[src/rtl/lvds_mon_pkg.sv]
// Shared definitions for the LVDS link error monitor: state encoding,
// default parameter values and a constant-width helper.
package lvds_mon_pkg;

  typedef enum logic [1:0] {
    ST_IDLE   = 2'd0,
    ST_TRAIN  = 2'd1,
    ST_LOCKED = 2'd2,
    ST_FAULT  = 2'd3
  } link_state_t;

  localparam int DEF_WIN_LEN        = 1024;
  localparam int DEF_ERR_THRESH     = 4;
  localparam int DEF_GOOD_WINS      = 8;
  localparam int DEF_BAD_WINS       = 2;
  localparam int DEF_MAX_TRAIN_WINS = 64;
  localparam int DEF_TOT_W          = 32;

  // Bits needed to index 'value' distinct items (ceil(log2(value))).
  function automatic int clog2(input int value);
    int result;
    int v;
    result = 0;
    v      = value - 1;
    while (v > 0) begin
      result = result + 1;
      v      = v >> 1;
    end
    return result;
  endfunction

endpackage

[src/rtl/lvds_win_counter.sv]
// Measurement window position counter and per-window error accumulator.
// Runs only while 'run' is high; dropping 'run' discards the partial window.
module lvds_win_counter
  import lvds_mon_pkg::*;
#(
  parameter int WIN_LEN = DEF_WIN_LEN
) (
  input  logic                            clk,
  input  logic                            rst_n,
  input  logic                            run,
  input  logic                            error_flag,
  output logic                            win_end,
  output logic [clog2(WIN_LEN + 1)-1:0]   win_sum,
  output logic [clog2(WIN_LEN + 1)-1:0]   win_err_cnt,
  output logic                            win_valid
);

  localparam int CW = clog2(WIN_LEN + 1);
  localparam int PW = clog2(WIN_LEN);
  localparam logic [PW-1:0] POS_LAST = PW'(WIN_LEN - 1);

  logic [PW-1:0] pos_reg, pos_next;
  logic [CW-1:0] acc_reg, acc_next;
  logic [CW-1:0] win_err_cnt_reg;
  logic          win_valid_reg;

  // win_sum already includes this cycle's flag, so the end cycle is counted.
  always_comb begin
    win_end  = run && (pos_reg == POS_LAST);
    win_sum  = acc_reg + CW'(run & error_flag);
    pos_next = '0;
    acc_next = '0;
    if (run && !win_end) begin
      pos_next = pos_reg + PW'(1);
      acc_next = win_sum;
    end
  end

  always_ff @(posedge clk or negedge rst_n) begin
    if (!rst_n) begin
      pos_reg         <= '0;
      acc_reg         <= '0;
      win_err_cnt_reg <= '0;
      win_valid_reg   <= 1'b0;
    end else begin
      pos_reg       <= pos_next;
      acc_reg       <= acc_next;
      win_valid_reg <= win_end;
      if (win_end) begin
        win_err_cnt_reg <= win_sum;
      end
    end
  end

  assign win_err_cnt = win_err_cnt_reg;
  assign win_valid   = win_valid_reg;

endmodule

[src/rtl/lvds_link_err_monitor.sv]
// Lane qualification FSM (IDLE/TRAIN/LOCKED/FAULT) driven by windowed error
// counts, plus re-alignment request and saturating debug statistics.
module lvds_link_err_monitor
  import lvds_mon_pkg::*;
#(
  parameter int WIN_LEN        = DEF_WIN_LEN,
  parameter int ERR_THRESH     = DEF_ERR_THRESH,
  parameter int GOOD_WINS      = DEF_GOOD_WINS,
  parameter int BAD_WINS       = DEF_BAD_WINS,
  parameter int MAX_TRAIN_WINS = DEF_MAX_TRAIN_WINS,
  parameter int TOT_W          = DEF_TOT_W
) (
  input  logic                          I_clk,
  input  logic                          I_rst,
  input  logic                          I_lane_dpa_done,
  input  logic                          I_error_flag,
  input  logic                          I_clr_cnt,
  output logic                          O_link_ok,
  output logic                          O_realign_req,
  output logic [1:0]                    O_state,
  output logic                          O_win_valid,
  output logic [clog2(WIN_LEN + 1)-1:0] O_win_err_cnt,
  output logic [TOT_W-1:0]              O_err_total,
  output logic [7:0]                    O_realign_cnt
);

  localparam int CW = clog2(WIN_LEN + 1);
  localparam int GW = clog2(GOOD_WINS + 1);
  localparam int BW = clog2(BAD_WINS + 1);
  localparam int TW = clog2(MAX_TRAIN_WINS + 1);

  localparam logic [CW-1:0] ERR_LIM   = CW'(ERR_THRESH);
  localparam logic [GW-1:0] GOOD_LIM  = GW'(GOOD_WINS);
  localparam logic [BW-1:0] BAD_LIM   = BW'(BAD_WINS);
  localparam logic [TW-1:0] TRAIN_LIM = TW'(MAX_TRAIN_WINS);

  link_state_t     state_reg, state_next;
  logic [GW-1:0]   good_cnt_reg, good_cnt_next;
  logic [BW-1:0]   bad_cnt_reg, bad_cnt_next;
  logic [TW-1:0]   train_cnt_reg, train_cnt_next;
  logic            link_ok_reg;
  logic            realign_req_reg;
  logic [TOT_W-1:0] err_total_reg;
  logic [7:0]      realign_cnt_reg;

  logic            run;
  logic            win_end;
  logic            win_dirty;
  logic            fault_entry;
  logic [CW-1:0]   win_sum;

  assign run = I_lane_dpa_done &&
               ((state_reg == ST_TRAIN) || (state_reg == ST_LOCKED));

  lvds_win_counter #(
    .WIN_LEN(WIN_LEN)
  ) u_win (
    .clk        (I_clk),
    .rst_n      (I_rst),
    .run        (run),
    .error_flag (I_error_flag),
    .win_end    (win_end),
    .win_sum    (win_sum),
    .win_err_cnt(O_win_err_cnt),
    .win_valid  (O_win_valid)
  );

  assign win_dirty = (win_sum >= ERR_LIM);

  // Losing DPA always returns to IDLE first, ahead of any window verdict.
  always_comb begin
    state_next     = state_reg;
    good_cnt_next  = good_cnt_reg;
    bad_cnt_next   = bad_cnt_reg;
    train_cnt_next = train_cnt_reg;
    case (state_reg)
      ST_IDLE: begin
        if (I_lane_dpa_done) begin
          state_next     = ST_TRAIN;
          good_cnt_next  = '0;
          bad_cnt_next   = '0;
          train_cnt_next = '0;
        end
      end
      ST_TRAIN: begin
        if (!I_lane_dpa_done) begin
          state_next = ST_IDLE;
        end else if (win_end) begin
          train_cnt_next = train_cnt_reg + TW'(1);
          good_cnt_next  = win_dirty ? '0 : good_cnt_reg + GW'(1);
          // A lock earned on the last allowed window beats the timeout.
          if (!win_dirty && (good_cnt_next == GOOD_LIM)) begin
            state_next   = ST_LOCKED;
            bad_cnt_next = '0;
          end else if (train_cnt_next == TRAIN_LIM) begin
            state_next = ST_FAULT;
          end
        end
      end
      ST_LOCKED: begin
        if (!I_lane_dpa_done) begin
          state_next = ST_IDLE;
        end else if (win_end) begin
          if (win_dirty) begin
            bad_cnt_next = bad_cnt_reg + BW'(1);
            if (bad_cnt_next == BAD_LIM) begin
              state_next = ST_FAULT;
            end
          end else begin
            bad_cnt_next = '0;
          end
        end
      end
      default: begin
        if (!I_lane_dpa_done) begin
          state_next = ST_IDLE;
        end
      end
    endcase
  end

  assign fault_entry = (state_next == ST_FAULT) && (state_reg != ST_FAULT);

  always_ff @(posedge I_clk or negedge I_rst) begin
    if (!I_rst) begin
      state_reg       <= ST_IDLE;
      good_cnt_reg    <= '0;
      bad_cnt_reg     <= '0;
      train_cnt_reg   <= '0;
      link_ok_reg     <= 1'b0;
      realign_req_reg <= 1'b0;
      err_total_reg   <= '0;
      realign_cnt_reg <= '0;
    end else begin
      state_reg       <= state_next;
      good_cnt_reg    <= good_cnt_next;
      bad_cnt_reg     <= bad_cnt_next;
      train_cnt_reg   <= train_cnt_next;
      link_ok_reg     <= (state_next == ST_LOCKED);
      realign_req_reg <= fault_entry;
      // Clear wins over a same-cycle increment; that cycle's event is dropped.
      if (I_clr_cnt) begin
        err_total_reg   <= '0;
        realign_cnt_reg <= '0;
      end else begin
        if (I_error_flag && I_lane_dpa_done && (err_total_reg != '1)) begin
          err_total_reg <= err_total_reg + TOT_W'(1);
        end
        if (fault_entry && (realign_cnt_reg != 8'hFF)) begin
          realign_cnt_reg <= realign_cnt_reg + 8'd1;
        end
      end
    end
  end

  assign O_state       = state_reg;
  assign O_link_ok     = link_ok_reg;
  assign O_realign_req = realign_req_reg;
  assign O_err_total   = err_total_reg;
  assign O_realign_cnt = realign_cnt_reg;

endmodule

[config.mk]
export PLATFORM = sky130hd
export DESIGN_NAME = lvds_link_err_monitor
export DESIGN_NICKNAME = d
export VERILOG_FILES = /design/src/rtl/lvds_mon_pkg.sv /design/src/rtl/lvds_win_counter.sv /design/src/rtl/lvds_link_err_monitor.sv
export SDC_FILE = /design/constraint.sdc
export NUM_CORES = 1
export LEC_CHECK = 0
export CAP_MARGIN = 10
export CORE_MARGIN = 4
export CORE_UTILIZATION = 45
export CTS_CLUSTER_SIZE = 24
export DETAILED_ROUTE_END_ITERATION = 10
export GPL_TIMING_DRIVEN = 0
export PLACE_DENSITY = 0.8
export SLEW_MARGIN = 20
export SYNTH_ARGS = -nofsm -noshare
export SYNTH_HDL_FRONTEND = slang
export SYNTH_SLANG_ARGS = --single-unit
[constraint.sdc]
create_clock -name I_clk -period 3.85 [get_ports I_clk]
set_input_delay 0.77 -clock I_clk [delete_from_list [all_inputs] [get_ports I_clk]]
set_output_delay 0.77 -clock I_clk [all_outputs]
set_load 0.02 [all_outputs]
==> results.py, run 1 <==
metrics = {
    "logic_synthesis": {
        "synth_largest_area_cell": "dfrtp_1",
        "syn_inst": 479,
        "synthFlopType": "dfrtp_1",
        "synth.top_cells.by_area": "dfrtp_1 49%, nor2_1 6.0%, xor2_1 5.9%",
        "syn-cell-area_mm2": 0.00462,
        "synth_edf_count": 0,
        "postSynthAreaPerCell_um2": 9.65,
        "synth_top_area_share_pct": 48.7,
        "postSynth.asyncResetShare_pct": 100,
        "ys_warn_count": 0,
        "ys_seq_elements": 90,
        "syn-num-nets": 496,
        "ys_seq_area_share_pct": 48.7,
        "yosysUniqueCellTypes": 58,
    },
    "critical_path": {
        "r2r_start": "O_state[1]",
        "crit_arrival_ns": 3.93,
        "required_ns": 4.11,
        "ff2ff_path_depth": 13,
        "regToRegSetupSlack_ns": 0.17,
        "path_class": "reg -> reg",
        "r2r-end": "O_realign_cnt[4]",
        "critPathCaptureType": "register",
        "critPathMaxFanout": 6,
        "start_kind": "register",
    },
    "floorplan": {
        "die_height_um": 109,
        "coreArea_mm2": 0.00991,
        "dieWidth_um": 109,
        "dieArea_mm2": 0.0120,
        "initial_core_util_pct": 46.7,
        "ios": 61,
        "placementRows": 36,
    },
    "sta": {
        "worst_slack_ns": 0.174,
        "fin_crit_ns": 3.68,
        "relSlewSlack_pct": 42.3,
        "fmax_ghz": 0.272,
        "setup_viol": 0,
        "finalSetupTns_ns": 0,
        "fin_crit_sh_pct": 95.5,
        "skew_ns": 0.0157,
        "hold-worst-slack_ns": 0.451,
        "hold_viol": 0,
        "worst_slew_pin_slew_ns": 0.843,
        "rsz0062_at_grt": "no",
        "drv_slew": 0,
    },
    "grt": {
        "grt_overflow": 0,
        "grt_util_all_layers_pct": 18.2,
        "antenna_found_initial": 0,
        "grt_max_degree": 55,
        "grt_pass1_vias": 3738,
        "grt_pass1_wl_mm": 17.5,
    },
    "cts": {
        "root_buffer": "clkbuf_8",
        "clock_latency_ns": 0.37,
        "path_clk_slew_ns": 0.10,
        "cts_buffer_depth": 2,
        "clock_sinks": 90,
        "cts_tree": "yes",
        "htreeDepth": 3,
        "cts_buffers": 9,
    },
    "detailed_routing": {
        "vias_per_cell": 5.38,
        "antenna_left": 0,
        "first_iter_violations": 187,
        "wire_per_inst_um": 15.2,
        "drc": 0,
        "routed_wirelength_mm": 10.5,
        "dr.pass1.iters": 4,
        "vias": 3732,
    },
    "cells_and_area": {
        "final_nets": 573,
        "largest_reg_flops": 32,
        "drive_gt1_share_pct": 7.84,
        "syn2layout_area_growth_pct": 23.3,
        "n_antenna_cell": 0,
        "fin_cells": 694,
        "final_cell_area_mm2": 0.00570,
        "final_core_util_pct": 57.5,
        "fill_cells": 844,
    },
    "power": {
        "finalPower_mw": 2.15,
        "p_int_mw": 1.50,
        "switching_share_pct": 30.3,
        "netSwitchingPower_mw": 0.650,
        "seqPwrFrac_pct": 46.8,
        "powerDensity_mw_per_mm2": 376,
        "leakage_nw": 2.46,
        "vdd_drop_max_v": 0.000193,
        "pwr-share-clk_pct": 34.1,
        "p_comb_share_pct": 19.1,
    },
    "placement": {
        "dp_cells": 673,
        "place_area_mm2": 0.00541,
        "portBuffers": 60,
        "dp_slack_ns": -1.00,
        "place_hpwl_mm": 7.43,
        "gp_congestion": 0.863,
    },
    "job": {
        "cap_violations": 0,
    },
    "status": {
        "status": "finished clean",
    },
    "min_path": {
        "hold_path_class": "in -> async",
    },
}
[what timing repair did]
item	CTS	global route
hold buffers	0	0
gates resized for setup	5	4
setup buffers	1	4
setup endpoints to repair	9	7
endpoints found under the hold margin	0	0
pin swaps	1	2
[kinds of logic after synthesis]
group           synth area share [%]
xor+xnor                        9.85
mux                             1.00
flops                           48.7
buf+inv                         2.33
simple gates                    24.5
compound gates                  10.4
fa+ha+maj                       3.25
[worst max-delay path by stage]
stage               startpoint          endpoint  slack (ns)  depth (start not counted)
6_report            O_state[1]  O_realign_cnt[4]        0.17                         13
5_1_grt             O_state[1]  O_realign_cnt[4]       0.002                         13
4_1_cts        I_lane_dpa_done  O_realign_cnt[4]       0.004                         13
3_5_place_dp   I_lane_dpa_done  O_realign_cnt[4]       -1.00                         13
3_3_place_gp             I_rst        O_state[0]       -1.58                          1
2_1_floorplan  I_lane_dpa_done  O_realign_cnt[4]        0.03                         12
[Yosys cell counts, types with 3 or more instances]
| library cell | n |
|---|---|
| a21o_1 | 3 |
| a21oi_1 | 13 |
| a22o_1 | 4 |
| and2_1 | 3 |
| and3_1 | 13 |
| and4_1 | 6 |
| clkbuf_1 | 10 |
| dfrtp_1 | 90 |
| ha_1 | 12 |
| inv_1 | 15 |
| nand2_1 | 42 |
| nand2b_1 | 4 |
| nand3_1 | 30 |
| nand4_1 | 17 |
| nand4b_1 | 3 |
| nor2_1 | 74 |
| nor2b_1 | 3 |
| nor3_1 | 9 |
| nor4_1 | 4 |
| o21ai_0 | 25 |
| or3_1 | 4 |
| xnor2_1 | 21 |
| xor2_1 | 31 |
[layout by cell type (no fill, tap or decap), types with 2 or more instances in the layout]
cell / netlist / routed
nand4b_1: 3 / 3
nor3_1: 9 / 9
o21ai_0: 25 / 25
xor2_1: 31 / 31
clkbuf_8: 0 / 10
or3_1: 4 / 4
a22o_1: 4 / 4
o31ai_1: 2 / 2
a21oi_1: 13 / 13
and2_1: 3 / 3
dfrtp_1: 90 / 88
mux2i_1: 2 / 2
or4_1: 2 / 2
dfrtp_2: 0 / 2
a21o_1: 3 / 3
bufinv_16: 0 / 2
inv_1: 15 / 15
and3_1: 13 / 13
ha_1: 12 / 10
nand4_1: 17 / 17
nor2_1: 74 / 74
nor2b_1: 3 / 3
o21bai_1: 2 / 2
clkinv_4: 0 / 2
inv_6: 0 / 2
nor4_1: 4 / 4
and4_1: 6 / 6
a31o_1: 2 / 2
xnor2_1: 21 / 21
buf_2: 2 / 2
clkdlybuf4s50_1: 0 / 58
a31oi_1: 2 / 2
buf_4: 0 / 6
nand2_1: 42 / 41
clkbuf_1: 10 / 9
nand2b_1: 4 / 4
nand3_1: 30 / 30
[worst max-delay path, stage by stage (launching register included)]
cell	delay, ns
dfrtp_2	0.46
inv_1	0.14
ha_1	0.29
and3_1	0.20
ha_2	0.22
ha_4	0.19
nand2_2	0.13
or4b_1	0.49
o311ai_2	0.17
nand3b_4	0.16
o31a_1	0.32
a211oi_4	0.28
and3_1	0.20
mux2_1	0.31
[layout make-up]
class	instances	area, um2	area share (%)
inverters	16	60.1	1.05
multi-input cells	361	2290	40.1
well taps	133	166	2.92
plain buffers	12	57.6	1.01
clock inverters	7	100	1.76
flip-flops and latches	90	2250	39.6
repair buffers	66	651	11.4
clock buffers	9	124	2.17
[power groups by stage]
stage / clock network [mW] / registers [mW] / logic [mW]
CTS: 0.746 / 1.01 / 0.376
global placement: 0 / 1.03 / 0.354
global route: 0.780 / 1.01 / 0.452
finish: 0.732 / 1.00 / 0.409
detailed placement: 0 / 1.03 / 0.368
floorplan: 0 / 1.04 / 0.213
[metal layers]
layer	global-route usage [%]	vias up	wire, um
met4	6.77	0	168
met5	0	-	0
met2	29.5	60	5250
met3	3.17	14	326
met1	24.5	1826	4780
li1	-	1832	-
Power figures use the tool's default switching activity.
==> run 2: changes to the inputs <==
- SKIP_CTS_REPAIR_TIMING: not set -> 1
- TNS_END_PERCENT: not set -> 30
==> run 2 against run 1 <==
Net effect:
- worst hold slack gained 0.0021 ns
- register-to-register slack got worse by 0.02 ns
- clock power is essentially flat
- combinational power up 1%
- critical path depth unchanged
- power rose by 0.10%
- flip-flop and latch count is the same
- critical path type is now in -> reg
- critical endpoint is now O_realign_cnt[6]
- largest cell class unchanged
- highest routed layer unchanged
==> results.py, run 2 (synthesis results as in run 1) <==
metrics = {
    "cts": {
        "cts_buffer_depth": 2,
        "clock_latency_ns": 0.37,
        "htreeDepth": 3,
        "cts_buffers": 9,
        "path_clk_slew_ns": 0.09,
        "root_buffer": "clkbuf_8",
        "cts_tree": "yes",
        "clock_sinks": 90,
    },
    "sta": {
        "worst_slew_pin_slew_ns": 0.801,
        "hold-worst-slack_ns": 0.453,
        "skew_ns": 0.0138,
        "hold_viol": 0,
        "fmax_ghz": 0.269,
        "relSlewSlack_pct": 45.2,
        "drv_slew": 0,
        "fin_crit_sh_pct": 96.7,
        "fin_crit_ns": 3.72,
        "setup_viol": 0,
        "finalSetupTns_ns": 0,
    },
    "detailed_routing": {
        "wire_per_inst_um": 15.2,
        "routed_wirelength_mm": 10.6,
        "drc": 0,
        "dr.pass1.iters": 5,
        "antenna_left": 0,
        "vias_per_cell": 5.42,
        "vias": 3765,
        "first_iter_violations": 198,
    },
    "critical_path": {
        "ff2ff_path_depth": 14,
        "r2r-end": "O_realign_cnt[6]",
        "regToRegSetupSlack_ns": 0.15,
        "crit_arrival_ns": 4.00,
        "start_kind": "input pin",
        "required_ns": 4.13,
        "r2r_start": "O_state[1]",
        "critPathMaxFanout": 6,
        "critPathCaptureType": "register",
        "path_class": "in -> reg",
    },
    "grt": {
        "grt_pass1_wl_mm": 17.4,
        "antenna_found_initial": 0,
        "grt_pass1_vias": 3723,
        "grt_util_all_layers_pct": 18.1,
        "grt_max_degree": 55,
        "grt_overflow": 0,
    },
    "floorplan": {
        "initial_core_util_pct": 46.7,
        "placementRows": 36,
        "coreArea_mm2": 0.00991,
        "dieWidth_um": 109,
        "ios": 61,
        "die_height_um": 109,
        "dieArea_mm2": 0.0120,
    },
    "cells_and_area": {
        "multi_input_area_mm2": 0.00230,
        "final_core_util_pct": 57.8,
        "final_common_cell": "dfrtp_1",
        "n_antenna_cell": 0,
        "syn2layout_area_growth_pct": 23.9,
        "seq_area_mm2": 0.00225,
        "largest_reg_flops": 32,
        "layout_common_cells": "88 x dfrtp_1, 74 x nor2_1, 58 x clkdlybuf4s50_1",
        "final_nets": 574,
        "drive_gt1_share_pct": 7.83,
        "fill_cells": 842,
    },
    "placement": {
        "place_hpwl_mm": 7.43,
        "portBuffers": 60,
        "gp_congestion": 0.863,
    },
    "status": {
        "status": "finished clean",
    },
    "power": {
        "leakage_nw": 2.47,
        "powerDensity_mw_per_mm2": 375,
        "vdd_drop_max_v": 0.000190,
    },
    "min_path": {
        "hold_path_class": "in -> async",
    },
    "job": {
        "cap_violations": 0,
    },
}
==> run 2: cell types whose count changed in the layout (fill, tap and decap cells not counted), sizes merged <==
cell / delta
clkbuf: -2
buf: +2
dlymetal6s2s: +1
==> run 2: per-layer routing <==
metal | routed length (um) | vias to the layer above | track usage (%)
li1 | - | 1832 | -
met1 | 4700 | 1839 | 24.3
met2 | 5300 | 79 | 29.3
met3 | 402 | 15 | 3.17
met4 | 176 | 0 | 6.77
met5 | 0 | - | 0
==> run 2: final cells by class <==
| cell class | count | area share (%) |
|---|---|---|
| Multi-Input combinational cell | 361 | 40.2 |
| Sequential cell | 90 | 39.4 |
| Timing Repair Buffer | 67 | 11.6 |
| Tap cell | 133 | 2.91 |
| Clock buffer | 9 | 2.16 |
| Clock inverter | 7 | 1.75 |
| Inverter | 16 | 1.05 |
| Buffer | 12 | 0.896 |
==> run 2: worst max path at each step <==
stage                    start                to  slack (ns)  cells past startpoint
2_1_floorplan  I_lane_dpa_done  O_realign_cnt[4]        0.03                     12
3_3_place_gp             I_rst        O_state[0]       -1.58                      1
3_5_place_dp   I_lane_dpa_done  O_realign_cnt[4]       -1.00                     13
4_1_cts        I_lane_dpa_done  O_realign_cnt[4]       -0.64                     13
5_1_grt           I_error_flag  O_realign_cnt[4]       -0.03                     12
6_report          I_error_flag  O_realign_cnt[6]        0.13                     13
==> run 2: through the flow <==
stage          setup WS (ns)  std cells  power, mW  instance area [um2]
5_1_grt              -0.0283        695       2.24                 5730
2_1_floorplan         0.0268        479       1.25                 4630
6_report               0.129        695       2.15                 5730
3_3_place_gp           -1.58        672       1.38                 5400
4_1_cts               -0.642        689       2.13                 5640
3_5_place_dp           -1.00        673       1.40                 5410
==> run 2: report_power, final <==
part           total [mW]  internal, mW  switching (mW)
Clock               0.730         0.372           0.358
Sequential           1.00         0.972          0.0325
Combinational       0.413         0.155           0.258
Total                2.15          1.50           0.648
==> run 2: worst max-delay path, cell delays in order <==
cell	delay, ns
clkdlybuf4s50_1	0.51
and3_1	0.22
ha_4	0.19
ha_4	0.17
nand2_2	0.10
or4_1	0.48
o311ai_4	0.15
nand4b_1	0.21
a22oi_1	0.50
a211oi_4	0.13
buf_4	0.19
a31o_2	0.23
a21oi_1	0.13
==> run 3: changes to the inputs <==
- CORE_UTILIZATION: 45 -> 50
- PLACE_DENSITY: 0.8 -> 0.86
==> run 3 against run 2 <==
Net effect:
- combinational power about the same
- via count up 4.0%
- core utilization up 6.7 points
- final area down 0.39%
==> results.py, run 3 (synthesis results as in run 1) <==
metrics = {
    "cells_and_area": {
        "syn2layout_area_growth_pct": 23.4,
        "fin_cells": 671,
        "largest_reg_flops": 32,
        "final_nets": 575,
        "n_antenna_cell": 0,
        "drive_gt1_share_pct": 7.99,
        "fill_cells": 695,
        "layout_common_cells": "88 x dfrtp_1, 74 x nor2_1, 58 x clkdlybuf4s50_1",
        "final_common_cell": "dfrtp_1",
        "final_core_util_pct": 64.5,
    },
    "sta": {
        "hold_viol": 0,
        "worst_slew_pin_slew_ns": 0.827,
        "relSlewSlack_pct": 43.4,
        "fin_crit_sh_pct": 97.0,
        "fin_crit_ns": 3.73,
        "hold-worst-slack_ns": 0.340,
        "fmax_ghz": 0.268,
        "drv_slew": 0,
        "setup_viol": 0,
        "skew_ns": 0.0125,
    },
    "detailed_routing": {
        "drc": 0,
        "wire_per_inst_um": 16.1,
        "first_iter_violations": 224,
        "antenna_left": 0,
        "dr.pass1.iters": 4,
        "vias": 3917,
        "routed_wirelength_mm": 10.8,
        "vias_per_cell": 5.84,
    },
    "placement": {
        "portBuffers": 60,
        "gp_congestion": 0.876,
        "dp_cells": 648,
        "place_hpwl_mm": 7.58,
    },
    "cts": {
        "htreeDepth": 3,
        "cts_tree": "yes",
        "path_clk_slew_ns": 0.09,
        "root_buffer": "clkbuf_8",
        "clock_latency_ns": 0.37,
        "clock_sinks": 90,
        "cts_buffer_depth": 2,
        "cts_buffers": 9,
    },
    "grt": {
        "grt_pass1_wl_mm": 18.4,
        "grt_max_degree": 61,
        "grt_util_all_layers_pct": 20.4,
        "antenna_found_initial": 0,
        "grt_pass1_vias": 3956,
        "grt_overflow": 0,
    },
    "critical_path": {
        "critPathCaptureType": "register",
        "r2r-end": "O_realign_cnt[4]",
        "required_ns": 4.10,
        "cp_slowest_cell": "a22oi_1",
        "cp-startpoint": "I_error_flag",
        "critPathMaxFanout": 6,
        "ff2ff_path_depth": 13,
        "crit_path_end": "O_realign_cnt[4]",
        "path_class": "in -> reg",
        "start_kind": "input pin",
        "crit_arrival_ns": 3.98,
        "critical-path-max-stage-delay_ns": 0.52,
        "cp_cell_sequence": "clkdlybuf4s50_1 > and3_1 > ha_4 > ha_4 > nand2_2 > or4_1 > o311ai_4 > nand4b_1 > a22oi_1 > a211oi_4 > and3_1 > mux2_1",
        "regToRegSetupSlack_ns": 0.12,
        "r2r_start": "O_state[1]",
    },
    "floorplan": {
        "dieArea_mm2": 0.0108,
        "initial_core_util_pct": 52.2,
        "die_height_um": 104,
        "placementRows": 34,
        "dieWidth_um": 104,
        "coreArea_mm2": 0.00885,
        "ios": 61,
    },
    "power": {
        "powerDensity_mw_per_mm2": 374,
        "p_int_mw": 1.49,
        "pwr-share-clk_pct": 33.4,
        "switching_share_pct": 29.9,
        "vdd_drop_max_v": 0.000206,
        "p_comb_share_pct": 19.5,
        "finalPower_mw": 2.13,
        "netSwitchingPower_mw": 0.638,
        "seqPwrFrac_pct": 47.2,
        "leakage_nw": 2.47,
    },
    "status": {
        "status": "finished clean",
    },
    "job": {
        "cap_violations": 0,
    },
    "min_path": {
        "hold_path_class": "in -> async",
    },
}
==> run 3: cell types whose count changed in the layout (fill, tap and decap cells not counted), sizes merged <==
cell / previous run / this run
clkinvlp: 0 / 2
inv: 18 / 16
buf: 11 / 12
==> run 3: worst min-delay path by stage <==
stage                                       to  depth (start not counted)
after floorplan                 bad_cnt_reg[1]                          2
after global placement    u_win.win_err_cnt[8]                          2
after detailed placement  u_win.win_err_cnt[3]                          2
after CTS                     u_win.acc_reg[2]                          1
after global routing      u_win.win_err_cnt[4]                          1
final                     u_win.win_err_cnt[4]                          1
==> run 3: layer usage <==
| layer | up-vias | GRT usage, % | share of wire [%] |
|---|---|---|---|
| li1 | 1842 | - | - |
| met2 | 94 | 34.4 | 52 |
| met3 | 30 | 3.97 | 3.9 |
| met4 | 0 | 8.26 | 2.3 |
| met5 | - | 0 | 0 |
| met1 | 1951 | 25.7 | 42 |
==> run 3: metrics by stage <==
stage          cell area, um2  setup TNS (ns)  worst slack (ns)
2_1_floorplan            4630               0            0.0268
3_3_place_gp             5370         -109.83             -1.48
3_5_place_dp             5390           -7.46            -0.993
4_1_cts                  5610           -3.41            -0.637
5_1_grt                  5700         -0.0719           -0.0402
6_report                 5700               0             0.117
==> run 3: critical path, delay by kind of cell <==
family          cells  cell delay (ns)
mux                 1             0.30
compound gates      3             0.80
simple gates        5             1.22
fa+ha+maj           2             0.36
buf+inv             1             0.51
==> run 3: final cells by class <==
type	instances	area, um2	area share, %
Multi-Input combinational cell	361	2300	40.4
Inverter	16	60.1	1.05
Clock inverter	7	93.8	1.65
Sequential cell	90	2250	39.5
Tap cell	108	135	2.37
Buffer	12	51.3	0.899
Timing Repair Buffer	68	681	11.9
Clock buffer	9	124	2.17
==> run 3: power groups by stage <==
stage	clock, mW	sequential [mW]	combinational (mW)
2_1_floorplan	0	1.04	0.213
3_3_place_gp	0	1.03	0.351
3_5_place_dp	0	1.03	0.367
4_1_cts	0.720	1.01	0.370
5_1_grt	0.765	1.01	0.458
6_report	0.712	1.00	0.415
